### config.mk
export PLATFORM = sky130hd
export DESIGN_NAME = atm_session_ctrl
export DESIGN_NICKNAME = d
export VERILOG_FILES = /design/src/rtl/atm_session_ctrl.sv
export SDC_FILE = /design/constraint.sdc
export NUM_CORES = 1
export LEC_CHECK = 0
export ABC_AREA = 1
export CAP_MARGIN = 40
export CORE_ASPECT_RATIO = 1.1
export CORE_UTILIZATION = 35
export CTS_BUF_LIST = sky130_fd_sc_hd__clkbuf_4
export DETAILED_ROUTE_END_ITERATION = 6
export DONT_BUFFER_PORTS = 1
export PLACE_DENSITY = 0.49
export SLEW_MARGIN = 5
export SYNTH_ARGS = -nofsm -noshare
export SYNTH_HDL_FRONTEND = slang
export SYNTH_SLANG_ARGS = --single-unit
### constraint.sdc
create_clock -name clk -period 1.8 [get_ports clk]
set_clock_uncertainty 0.1 [all_clocks]
set_input_delay 0.45 -clock clk [delete_from_list [all_inputs] [get_ports clk]]
set_output_delay 0.45 -clock clk [all_outputs]
set_load 0.02 [all_outputs]
### src/rtl/atm_session_ctrl.sv
// ATM session controller: card detect, PIN check with try limit, menu,
// payment against a registered balance, inactivity timeout and eject.
//
// Ports:
//   clk, rst_n                  clock (rising edge), async active-low reset
//   card_in                     card present level
//   pin_in, pin_ref, pin_enter  typed PIN, card PIN, 1-cycle entry strobe
//   bal_in                      card balance, sampled when a session starts
//   sel_opt, opt_go             menu option and its 1-cycle strobe
//   val_in                      payment amount, sampled with opt_go
//   state                       IDLE=0 PIN=1 MENU=2 PAY=3 EJECT=4
//   tempo                       cycles left before inactivity timeout
//   pin_ok                      PIN accepted in this session
//   bal_out                     current balance register
//   pay_done, pay_refused       1-cycle payment result pulses
//   eject_tries, eject_timeout  eject cause levels, held while in EJECT
module atm_session_ctrl #(
    parameter int PIN_W     = 4,
    parameter int BAL_W     = 4,
    parameter int MAX_TRIES = 3,
    parameter int TIMEOUT   = 300
) (
    input  logic             clk,
    input  logic             rst_n,
    input  logic             card_in,
    input  logic [PIN_W-1:0] pin_in,
    input  logic [PIN_W-1:0] pin_ref,
    input  logic             pin_enter,
    input  logic [BAL_W-1:0] bal_in,
    input  logic [1:0]       sel_opt,
    input  logic             opt_go,
    input  logic [BAL_W-1:0] val_in,
    output logic [2:0]       state,
    output logic [8:0]       tempo,
    output logic             pin_ok,
    output logic [BAL_W-1:0] bal_out,
    output logic             pay_done,
    output logic             pay_refused,
    output logic             eject_tries,
    output logic             eject_timeout
);

    localparam logic [2:0] S_IDLE  = 3'd0;
    localparam logic [2:0] S_PIN   = 3'd1;
    localparam logic [2:0] S_MENU  = 3'd2;
    localparam logic [2:0] S_PAY   = 3'd3;
    localparam logic [2:0] S_EJECT = 3'd4;

    localparam logic [8:0] LP_TO  = 9'(TIMEOUT);
    localparam logic [2:0] LP_MAX = 3'(MAX_TRIES);

    localparam logic [1:0] OPT_SHOW = 2'd0;
    localparam logic [1:0] OPT_PAY  = 2'd1;
    localparam logic [1:0] OPT_EXIT = 2'd2;

    logic [2:0]       r_state;
    logic [8:0]       r_tempo;
    logic [2:0]       r_tries;
    logic [BAL_W-1:0] r_bal;
    logic [BAL_W-1:0] r_val;
    logic             r_pin_ok;
    logic             r_pay_done;
    logic             r_pay_ref;
    logic             r_ej_tries;
    logic             r_ej_to;

    logic [2:0]       w_state;
    logic [8:0]       w_tempo;
    logic [2:0]       w_tries;
    logic [BAL_W-1:0] w_bal;
    logic [BAL_W-1:0] w_val;
    logic             w_pin_ok;
    logic             w_pay_done;
    logic             w_pay_ref;
    logic             w_ej_tries;
    logic             w_ej_to;

    logic [8:0]       w_tempo_dec;
    logic [2:0]       w_tries_inc;
    logic             w_menu_acc;

    // Saturating countdown used on every PIN/MENU cycle that does not reload.
    assign w_tempo_dec = (r_tempo == 9'd0) ? 9'd0 : r_tempo - 9'd1;
    assign w_tries_inc = r_tries + 3'd1;
    // Option 3 is not an accepted event: it neither acts nor reloads the timer.
    assign w_menu_acc  = opt_go && (sel_opt != 2'd3);

    always_comb begin
        w_state    = r_state;
        w_tempo    = r_tempo;
        w_tries    = r_tries;
        w_bal      = r_bal;
        w_val      = r_val;
        w_pin_ok   = r_pin_ok;
        w_pay_done = 1'b0;
        w_pay_ref  = 1'b0;
        w_ej_tries = r_ej_tries;
        w_ej_to    = r_ej_to;

        case (r_state)
            S_IDLE: begin
                if (card_in) begin
                    w_state = S_PIN;
                    w_bal   = bal_in;
                    w_tries = 3'd0;
                    w_tempo = LP_TO;
                end
            end

            S_PIN: begin
                if (!card_in) begin
                    w_state    = S_IDLE;
                    w_tempo    = 9'd0;
                    w_pin_ok   = 1'b0;
                    w_ej_tries = 1'b0;
                    w_ej_to    = 1'b0;
                end else if (pin_enter) begin
                    if (pin_in == pin_ref) begin
                        w_state  = S_MENU;
                        w_pin_ok = 1'b1;
                        w_tempo  = LP_TO;
                    end else begin
                        w_tries = w_tries_inc;
                        if (w_tries_inc == LP_MAX) begin
                            w_state    = S_EJECT;
                            w_ej_tries = 1'b1;
                            w_tempo    = w_tempo_dec;
                        end else begin
                            w_tempo = LP_TO;
                        end
                    end
                end else if (r_tempo == 9'd0) begin
                    w_state = S_EJECT;
                    w_ej_to = 1'b1;
                end else begin
                    w_tempo = w_tempo_dec;
                end
            end

            S_MENU: begin
                if (!card_in) begin
                    w_state    = S_IDLE;
                    w_tempo    = 9'd0;
                    w_pin_ok   = 1'b0;
                    w_ej_tries = 1'b0;
                    w_ej_to    = 1'b0;
                end else if (w_menu_acc) begin
                    unique case (1'b1)
                        (sel_opt == OPT_SHOW): begin
                            w_tempo = LP_TO;
                        end
                        (sel_opt == OPT_PAY): begin
                            w_state = S_PAY;
                            w_val   = val_in;
                            w_tempo = w_tempo_dec;
                        end
                        (sel_opt == OPT_EXIT): begin
                            w_state = S_EJECT;
                            w_tempo = w_tempo_dec;
                        end
                        default: begin
                            w_state = r_state;
                        end
                    endcase
                end else if (r_tempo == 9'd0) begin
                    w_state = S_EJECT;
                    w_ej_to = 1'b1;
                end else begin
                    w_tempo = w_tempo_dec;
                end
            end

            S_PAY: begin
                // Card removal aborts the pending payment: no debit, no pulse.
                if (!card_in) begin
                    w_state    = S_IDLE;
                    w_tempo    = 9'd0;
                    w_pin_ok   = 1'b0;
                    w_ej_tries = 1'b0;
                    w_ej_to    = 1'b0;
                end else begin
                    if (r_val <= r_bal) begin
                        w_bal      = r_bal - r_val;
                        w_pay_done = 1'b1;
                    end else begin
                        w_pay_ref = 1'b1;
                    end
                    w_state = S_MENU;
                    w_tempo = LP_TO;
                end
            end

            S_EJECT: begin
                if (!card_in) begin
                    w_state    = S_IDLE;
                    w_tempo    = 9'd0;
                    w_pin_ok   = 1'b0;
                    w_ej_tries = 1'b0;
                    w_ej_to    = 1'b0;
                end
            end

            default: begin
                w_state    = S_IDLE;
                w_tempo    = 9'd0;
                w_pin_ok   = 1'b0;
                w_ej_tries = 1'b0;
                w_ej_to    = 1'b0;
            end
        endcase
    end

    always_ff @(posedge clk or negedge rst_n) begin
        if (!rst_n) begin
            r_state    <= S_IDLE;
            r_tempo    <= 9'd0;
            r_tries    <= 3'd0;
            r_bal      <= '0;
            r_val      <= '0;
            r_pin_ok   <= 1'b0;
            r_pay_done <= 1'b0;
            r_pay_ref  <= 1'b0;
            r_ej_tries <= 1'b0;
            r_ej_to    <= 1'b0;
        end else begin
            r_state    <= w_state;
            r_tempo    <= w_tempo;
            r_tries    <= w_tries;
            r_bal      <= w_bal;
            r_val      <= w_val;
            r_pin_ok   <= w_pin_ok;
            r_pay_done <= w_pay_done;
            r_pay_ref  <= w_pay_ref;
            r_ej_tries <= w_ej_tries;
            r_ej_to    <= w_ej_to;
        end
    end

    assign state         = r_state;
    assign tempo         = r_tempo;
    assign pin_ok        = r_pin_ok;
    assign bal_out       = r_bal;
    assign pay_done      = r_pay_done;
    assign pay_refused   = r_pay_ref;
    assign eject_tries   = r_ej_tries;
    assign eject_timeout = r_ej_to;

endmodule

==> flow_metrics.py, run 1 <==
metrics = {
    "floorplanning": {
        "die_height_um": 84.4,
        "design.core.area_um2": 5840,
        "rows": 29,
        "initial_core_util": 0.369,
        "die_width_um": 76.9,
        "floorplan.die_area_um2": 6490,
        "ioPinCount": 44,
    },
    "grt": {
        "global_route.usage.total": 0.179,
        "antenna_found_initial": 0,
        "grt_first_pass_wirelength_um": 9320,
        "first_global_vias": 2000,
        "largest_net_degree_at_the_start_of_global_routing": 29,
        "overflow": 0,
    },
    "sta": {
        "finalHoldWorstSlack_ns": 0.141,
        "timing.final.max_slew_violations": 0,
        "timing_hold_violations_final": 0,
        "period_minus_slack_ns": 1.73,
        "clock.fmax_mhz": 578,
        "fin_setup_tns_ns": 0,
        "rsz0062_at_grt": "true",
        "final_min_period_over_clock_period": 0.960,
        "final-setup-viol-count": 0,
        "final_setup_margin_ns": 0.0711,
        "worstMarginPinSlew_ns": 0.407,
        "worst_slew_margin_rel": 0.727,
    },
    "final_layout": {
        "area_added_between_synthesis_and_finish_pct": 18.1,
        "multi_input_area_um2": 1310,
        "diodes_inserted": 0,
        "final_layout_size_suffix_gt1_frac": 0.213,
        "fin_util": 0.436,
        "fillerInstances": 630,
        "design.final.nets": 385,
        "stdcell_count": 425,
        "seqCellArea_um2": 704,
    },
    "drt": {
        "post_drt_wl_per_cell_um": 12.9,
        "wirelength_um": 5480,
        "final_antenna_net_count": 0,
        "drc": 0,
        "first_pass_iters": 4,
        "via_count": 2039,
        "avg_vias_per_cell": 4.80,
        "dr.first_iter.drc_count": 65,
    },
    "critical_path": {
        "rr_endpoint": "bal_out[2]$_DFFE_PN0P_",
        "crit_type": "reg2reg",
        "critPathMaxFanout": 7,
        "worstPathRequired_ns": 1.97,
        "regToRegSetupSlack_ns": 0.07,
        "r2r.worst_path.cells": 7,
        "worstPathArrival_ns": 1.90,
        "crit-reg2reg-launch": "r_val[0]$_DFFE_PN0P_",
        "timing.critical_path.to_type": "flop",
        "setup.worst_path.start_class": "flop",
    },
    "logic_synthesis": {
        "seq_area_frac_synth": 0.325,
        "synthesis.area_um2": 2160,
        "yosys_register_bits": 28,
        "synth_warnings": 0,
        "synth_fp_nets": 355,
        "syn_avg_cell_area_um2": 6.77,
        "synth_cell_type_count": 30,
        "postSynthCellCount": 319,
    },
    "placement": {
        "place.detailed.hpwl_um": 4420,
        "gp_congestion": 0.874,
        "port_buffers": 0,
        "dp_cells": 417,
        "place_worst_setup_slack_ns": -0.0345,
    },
    "outcome": {
        "run_status": "finished, final reports clean",
    },
    "hold_path": {
        "worst_hold_path.num_cells": 1,
        "timing.hold.worst.start": "val_in[0]",
        "timing.hold.worst_endpoint": "r_val[0]$_DFFE_PN0P_",
        "hp-class": "in2reg",
    },
    "pwr": {
        "peakVddDrop_v": 0.000525,
        "power_density_nw_per_um2": 1290,
        "power.static_leakage_nw": 1.40,
    },
    "clock_tree": {
        "tritoncts": "built",
        "numCtsBuffers": 3,
        "cts.root.buffer_cell": "clkbuf_4",
        "cts_num_sinks": 28,
        "clkTransAtPathRegs_ns": 0.16,
        "clk_latency_worst_skew_pair_ns": 0.33,
        "cts_max_level": 1,
        "clock_tree.buffer_depth": 2,
    },
    "flow_run": {
        "drv_cap": 0,
    },
}
==> routing by layer <==
metal,vias to the layer above,wire length (µm),track usage
li1,1056,-,-
met1,931,2480,0.226
met2,46,2670,0.313
met3,6,250,0.0250
met4,0,80,0.0542
met5,-,0,0
==> power breakdown <==
| part | leakage, nW | switching, mW | internal (mW) |
|---|---|---|---|
| clock network | 0.0154 | 0.186 | 0.0814 |
| logic | 1.04 | 1.25 | 0.789 |
| registers | 0.349 | 0.170 | 0.800 |
| total | 1.40 | 1.61 | 1.67 |
==> state kept, by name, summed over array words and instances (netlist names) <==
name and flops:
bal_out 4, eject_timeout 1, eject_tries 1, pay_done 1, pay_refused 1, pin_ok 1, r_tries 3, r_val 4
state 3, tempo 9
==> synth_stat cells (all sizes together) <==
library cell,instances,area share
a21oi,11,0.026
buf,3,0.013
clkinv,1,0.0023
dfrtp,28,0.32
fa,1,0.0093
ha,12,0.070
inv,47,0.082
mux2,1,0.0052
nand2,113,0.21
nand3,36,0.097
nand3b,3,0.010
nand4,5,0.014
nor2,41,0.085
nor3,3,0.0093
o211ai,1,0.0035
o21a,1,0.0035
o21ai,6,0.014
or2,2,0.0058
xnor2,2,0.0081
xor2,2,0.0081
==> placed cells by master, fill, tap and decap left out, types with 3 or more instances in the layout <==
master    synthesis  layout
nand2_2           8       9
nand4_1           5       5
nand3b_1          3       3
nand3_1          33      33
ha_4              0       4
nand2_1         104     102
dfrtp_2           0       3
nor2_2            6       7
a21oi_1          11      11
clkbuf_4          0       3
dfrtp_1          28      25
nor2_1           33      32
inv_2             5       9
o21ai_0           6       4
buf_4             0      26
ha_1             12       8
inv_1            42      37
==> area by class of cell <==
| type | count | area share |
|---|---|---|
| Tap cell | 77 | 0.0378 |
| Multi-Input combinational cell | 240 | 0.515 |
| Timing Repair Buffer | 28 | 0.0883 |
| Clock buffer | 3 | 0.00883 |
| Clock inverter | 1 | 0.00147 |
| Inverter | 48 | 0.0721 |
| Sequential cell | 28 | 0.276 |
==> worst max-delay path: stages, from the launching register on <==
cell and delay (ns):
dfrtp_1 0.44, ha_4 0.17, fa_2 0.33, o211ai_1 0.21, nand2_1 0.11, nand2_2 0.14
nor2_1 0.05, a21oi_1 0.11
==> through the flow <==
| stage | cell area [µm²] | total power [mW] |
|---|---|---|
| final | 2550 | 3.28 |
| after global routing | 2550 | 3.58 |
| after CTS | 2510 | 3.28 |
| after detailed placement | 2450 | 2.97 |
| after global placement | 2450 | 2.98 |
| after floorplan | 2200 | 2.39 |
==> logic make-up (layout without fill, tap and decap cells) <==
logic type / Yosys count / in the layout / synth area share
XOR/XNOR: 4 / 4 / 0.0162
buffers and inverters: 51 / 80 / 0.0968
adder cells (fa/ha/maj): 13 / 13 / 0.0788
multiplexers: 1 / 1 / 0.00522
flip-flops: 28 / 28 / 0.325
AO/OA/AOI/OAI: 19 / 19 / 0.0464
AND/OR/NAND/NOR: 203 / 203 / 0.432
==> repair_timing <==
item / in CTS / in global routing
setup endpoints to repair: 4 / 11
gates resized for setup: 2 / 8
pin swaps: 3 / 4
hold endpoints to repair: 28 / 0
hold buffers: 2 / 0
buffers inserted: 1 / 1
==> worst max-delay path by stage <==
stage | start | to | slack [ns] | cells past startpoint
after floorplan | tempo[0]$_DFFE_PN0P_ | tempo[0]$_DFFE_PN0P_ | -0.04 | 11
after global placement | bal_out[0]$_DFFE_PN0P_ | bal_out[2]$_DFFE_PN0P_ | 0.03 | 8
after detailed placement | bal_out[0]$_DFFE_PN0P_ | bal_out[2]$_DFFE_PN0P_ | -0.03 | 8
after CTS | bal_out[0]$_DFFE_PN0P_ | bal_out[2]$_DFFE_PN0P_ | 0.01 | 8
after global routing | r_val[0]$_DFFE_PN0P_ | bal_out[2]$_DFFE_PN0P_ | -0.02 | 7
final | r_val[0]$_DFFE_PN0P_ | bal_out[2]$_DFFE_PN0P_ | 0.07 | 7
Note: power is estimated with default switching activity, not from simulation.
==> run 2: changes to the inputs <==
- CAP_MARGIN: 40 -> 20
==> results of run 2 <==
Final layout, timing and power as in run 1 (identical DEF).
==> run 3: changes to the inputs <==
- CTS_BUF_LIST: sky130_fd_sc_hd__clkbuf_4 -> sky130_fd_sc_hd__clkbuf_8
- PLACE_DENSITY: 0.49 -> 0.47
- clock period: 1.8 -> 2.23 ns (I/O delays scaled with it)
==> run 3 against run 2 <==
  * Combinational power fell by 36%
  * Sequential share of layout area rose by 2.0 points
  * Register-to-register slack improved by 0.24 ns
  * Cell area fell by 7.2%
  * Wire length fell by 4.9%
  * Critical endpoint unchanged
==> flow_metrics.py, run 3 (synthesis gave the netlist of run 1 again) <==
metrics = {
    "critical_path": {
        "timing.critical_path.slowest_cell_delay_ns": 0.49,
        "crit-reg2reg-launch": "bal_out[1]$_DFFE_PN0P_",
        "worstPathArrival_ns": 2.02,
        "crit_path_cell_trace": "inv_1 > fa_1 > o211ai_1 > nand2_1 > nand2_2 > nor2_1 > a21oi_1",
        "timing.critical_path.to_type": "flop",
        "critPathMaxFanout": 7,
        "critical_path.startpoint": "bal_out[1]$_DFFE_PN0P_",
        "critical-path-slowest-cell": "dfrtp_1",
        "path_buf_inv": 1,
        "cpLargestDelayFamily": "flip-flops",
        "crit_type": "reg2reg",
        "setup.worst_path.start_class": "flop",
        "worstPathRequired_ns": 2.34,
    },
    "clock_tree": {
        "cts.root.buffer_cell": "clkbuf_8",
        "number_of_setup_buffers_added_after_cts": 0,
        "cts.hold.buffers_added": 2,
        "clkTransAtPathRegs_ns": 0.10,
        "clock_tree.buffer_depth": 2,
        "post_cts_sizing": 0,
        "cts_num_sinks": 28,
        "clk_latency_worst_skew_pair_ns": 0.27,
        "tritoncts": "built",
        "cts_max_level": 1,
        "numCtsBuffers": 3,
    },
    "drt": {
        "avg_vias_per_cell": 4.76,
        "via_count": 1938,
        "final_antenna_net_count": 0,
        "dr.first_iter.drc_count": 61,
        "post_drt_wl_per_cell_um": 12.8,
        "wirelength_um": 5220,
        "first_pass_iters": 4,
        "drc": 0,
    },
    "outcome": {
        "run_status": "finished, final reports clean",
    },
    "pwr": {
        "power.static_leakage_nw": 1.33,
        "power_switching_mw": 1.24,
        "clock_power_share": 0.113,
        "power.share.switching": 0.500,
        "peakVddDrop_v": 0.000352,
        "power_frac_comb": 0.531,
        "p_seq_frac": 0.356,
        "power_density_nw_per_um2": 1040,
        "internal_power_mw": 1.24,
    },
    "final_layout": {
        "layout.cells.most_common_list": "nand2_1, inv_1, nor2_1, nand3_1, dfrtp_1",
        "final_common_cell": "nand2_1",
        "final_layout_size_suffix_gt1_frac": 0.124,
        "number_of_flip_flops_under_the_largest_register_name": 9,
        "design.final.nets": 368,
        "diodes_inserted": 0,
        "area_added_between_synthesis_and_finish_pct": 9.62,
        "fillerInstances": 630,
        "post-route-cell-area_um2": 2370,
    },
    "floorplanning": {
        "design.core.area_um2": 5840,
        "die_width_um": 76.9,
        "floorplan.die_area_um2": 6490,
        "initial_core_util": 0.369,
        "ioPinCount": 44,
        "die_height_um": 84.4,
        "rows": 29,
    },
    "sta": {
        "rsz0062_at_grt": "false",
        "worstMarginPinSlew_ns": 0.593,
        "timing.final.max_slew_violations": 0,
        "timing_hold_violations_final": 0,
        "final-setup-viol-count": 0,
        "final_min_period_over_clock_period": 0.859,
        "fin_setup_tns_ns": 0,
        "finalHoldWorstSlack_ns": 0.314,
        "final_setup_margin_ns": 0.315,
        "worst_slew_margin_rel": 0.605,
        "clock.fmax_mhz": 522,
        "period_minus_slack_ns": 1.92,
    },
    "flow_run": {
        "drv_cap": 0,
    },
    "placement": {
        "placed_area_um2": 2290,
        "place.detailed.hpwl_um": 4270,
        "port_buffers": 0,
        "place_worst_setup_slack_ns": 0.310,
        "gp_congestion": 0.821,
    },
    "grt": {
        "first_global_vias": 1964,
        "antenna_found_initial": 0,
        "overflow": 0,
        "largest_net_degree_at_the_start_of_global_routing": 29,
        "grt_first_pass_wirelength_um": 9230,
        "global_route.usage.total": 0.180,
    },
    "hold_path": {
        "hp-class": "in2reg",
        "timing.hold.worst.start": "val_in[0]",
    },
}
==> run 3: worst paths after layout <==
path | slack [ns] | end | depth (start not counted)
worst min register to register | 0.41 | r_tries[0]$_DFFE_PN0P_ | 2
min in group asynchronous | 0.61 | r_tries[0]$_DFFE_PN0P_ | 2
max in group asynchronous | 1.26 | tempo[7]$_DFFE_PN0P_ | 2
worst max register to register | 0.31 | bal_out[2]$_DFFE_PN0P_ | 7
worst min-delay path | 0.31 | r_val[0]$_DFFE_PN0P_ | 1
worst max-delay path | 0.31 | bal_out[2]$_DFFE_PN0P_ | 7
==> run 3: area by class of cell <==
class                      count  area (µm²)  share of cell area
clock buffer                   3        41.3              0.0175
multi-input combinational    240        1250               0.528
timing repair buffer          11        97.6              0.0412
tap                           77        96.3              0.0407
inverter                      48         181              0.0767
sequential                    28         701               0.296
==> run 3: worst reg2reg max path, stage by stage (launching register included) <==
cell,delay (ns)
dfrtp_1,0.49
inv_1,0.11
fa_1,0.46
o211ai_1,0.25
nand2_1,0.14
nand2_2,0.14
nor2_1,0.05
a21oi_1,0.11
==> run 3: routing by layer <==
layer	part of all wire	wire, µm	track usage
met1	0.46	2380	0.217
met3	0.045	236	0.0283
met4	0.012	63	0.0507
met5	0	0	0
met2	0.49	2540	0.326
==> run 3: stage by stage <==
step           utilization  instances  total power [mW]
3_3_place_gp         0.393        402              2.21
3_5_place_dp         0.393        402              2.21
5_1_grt              0.405        407              2.75
2_1_floorplan            -        319              1.87
4_1_cts              0.405        407              2.51
6_report             0.405        407              2.47
==> run 3: power groups by stage <==
stage / registers (mW) / clock network [mW] / logic (mW)
final: 0.880 / 0.280 / 1.31
after global placement: 0.893 / 0 / 1.31
after detailed placement: 0.895 / 0 / 1.31
after CTS: 0.884 / 0.291 / 1.33
after global routing: 0.899 / 0.314 / 1.54
after floorplan: 0.921 / 0 / 0.946
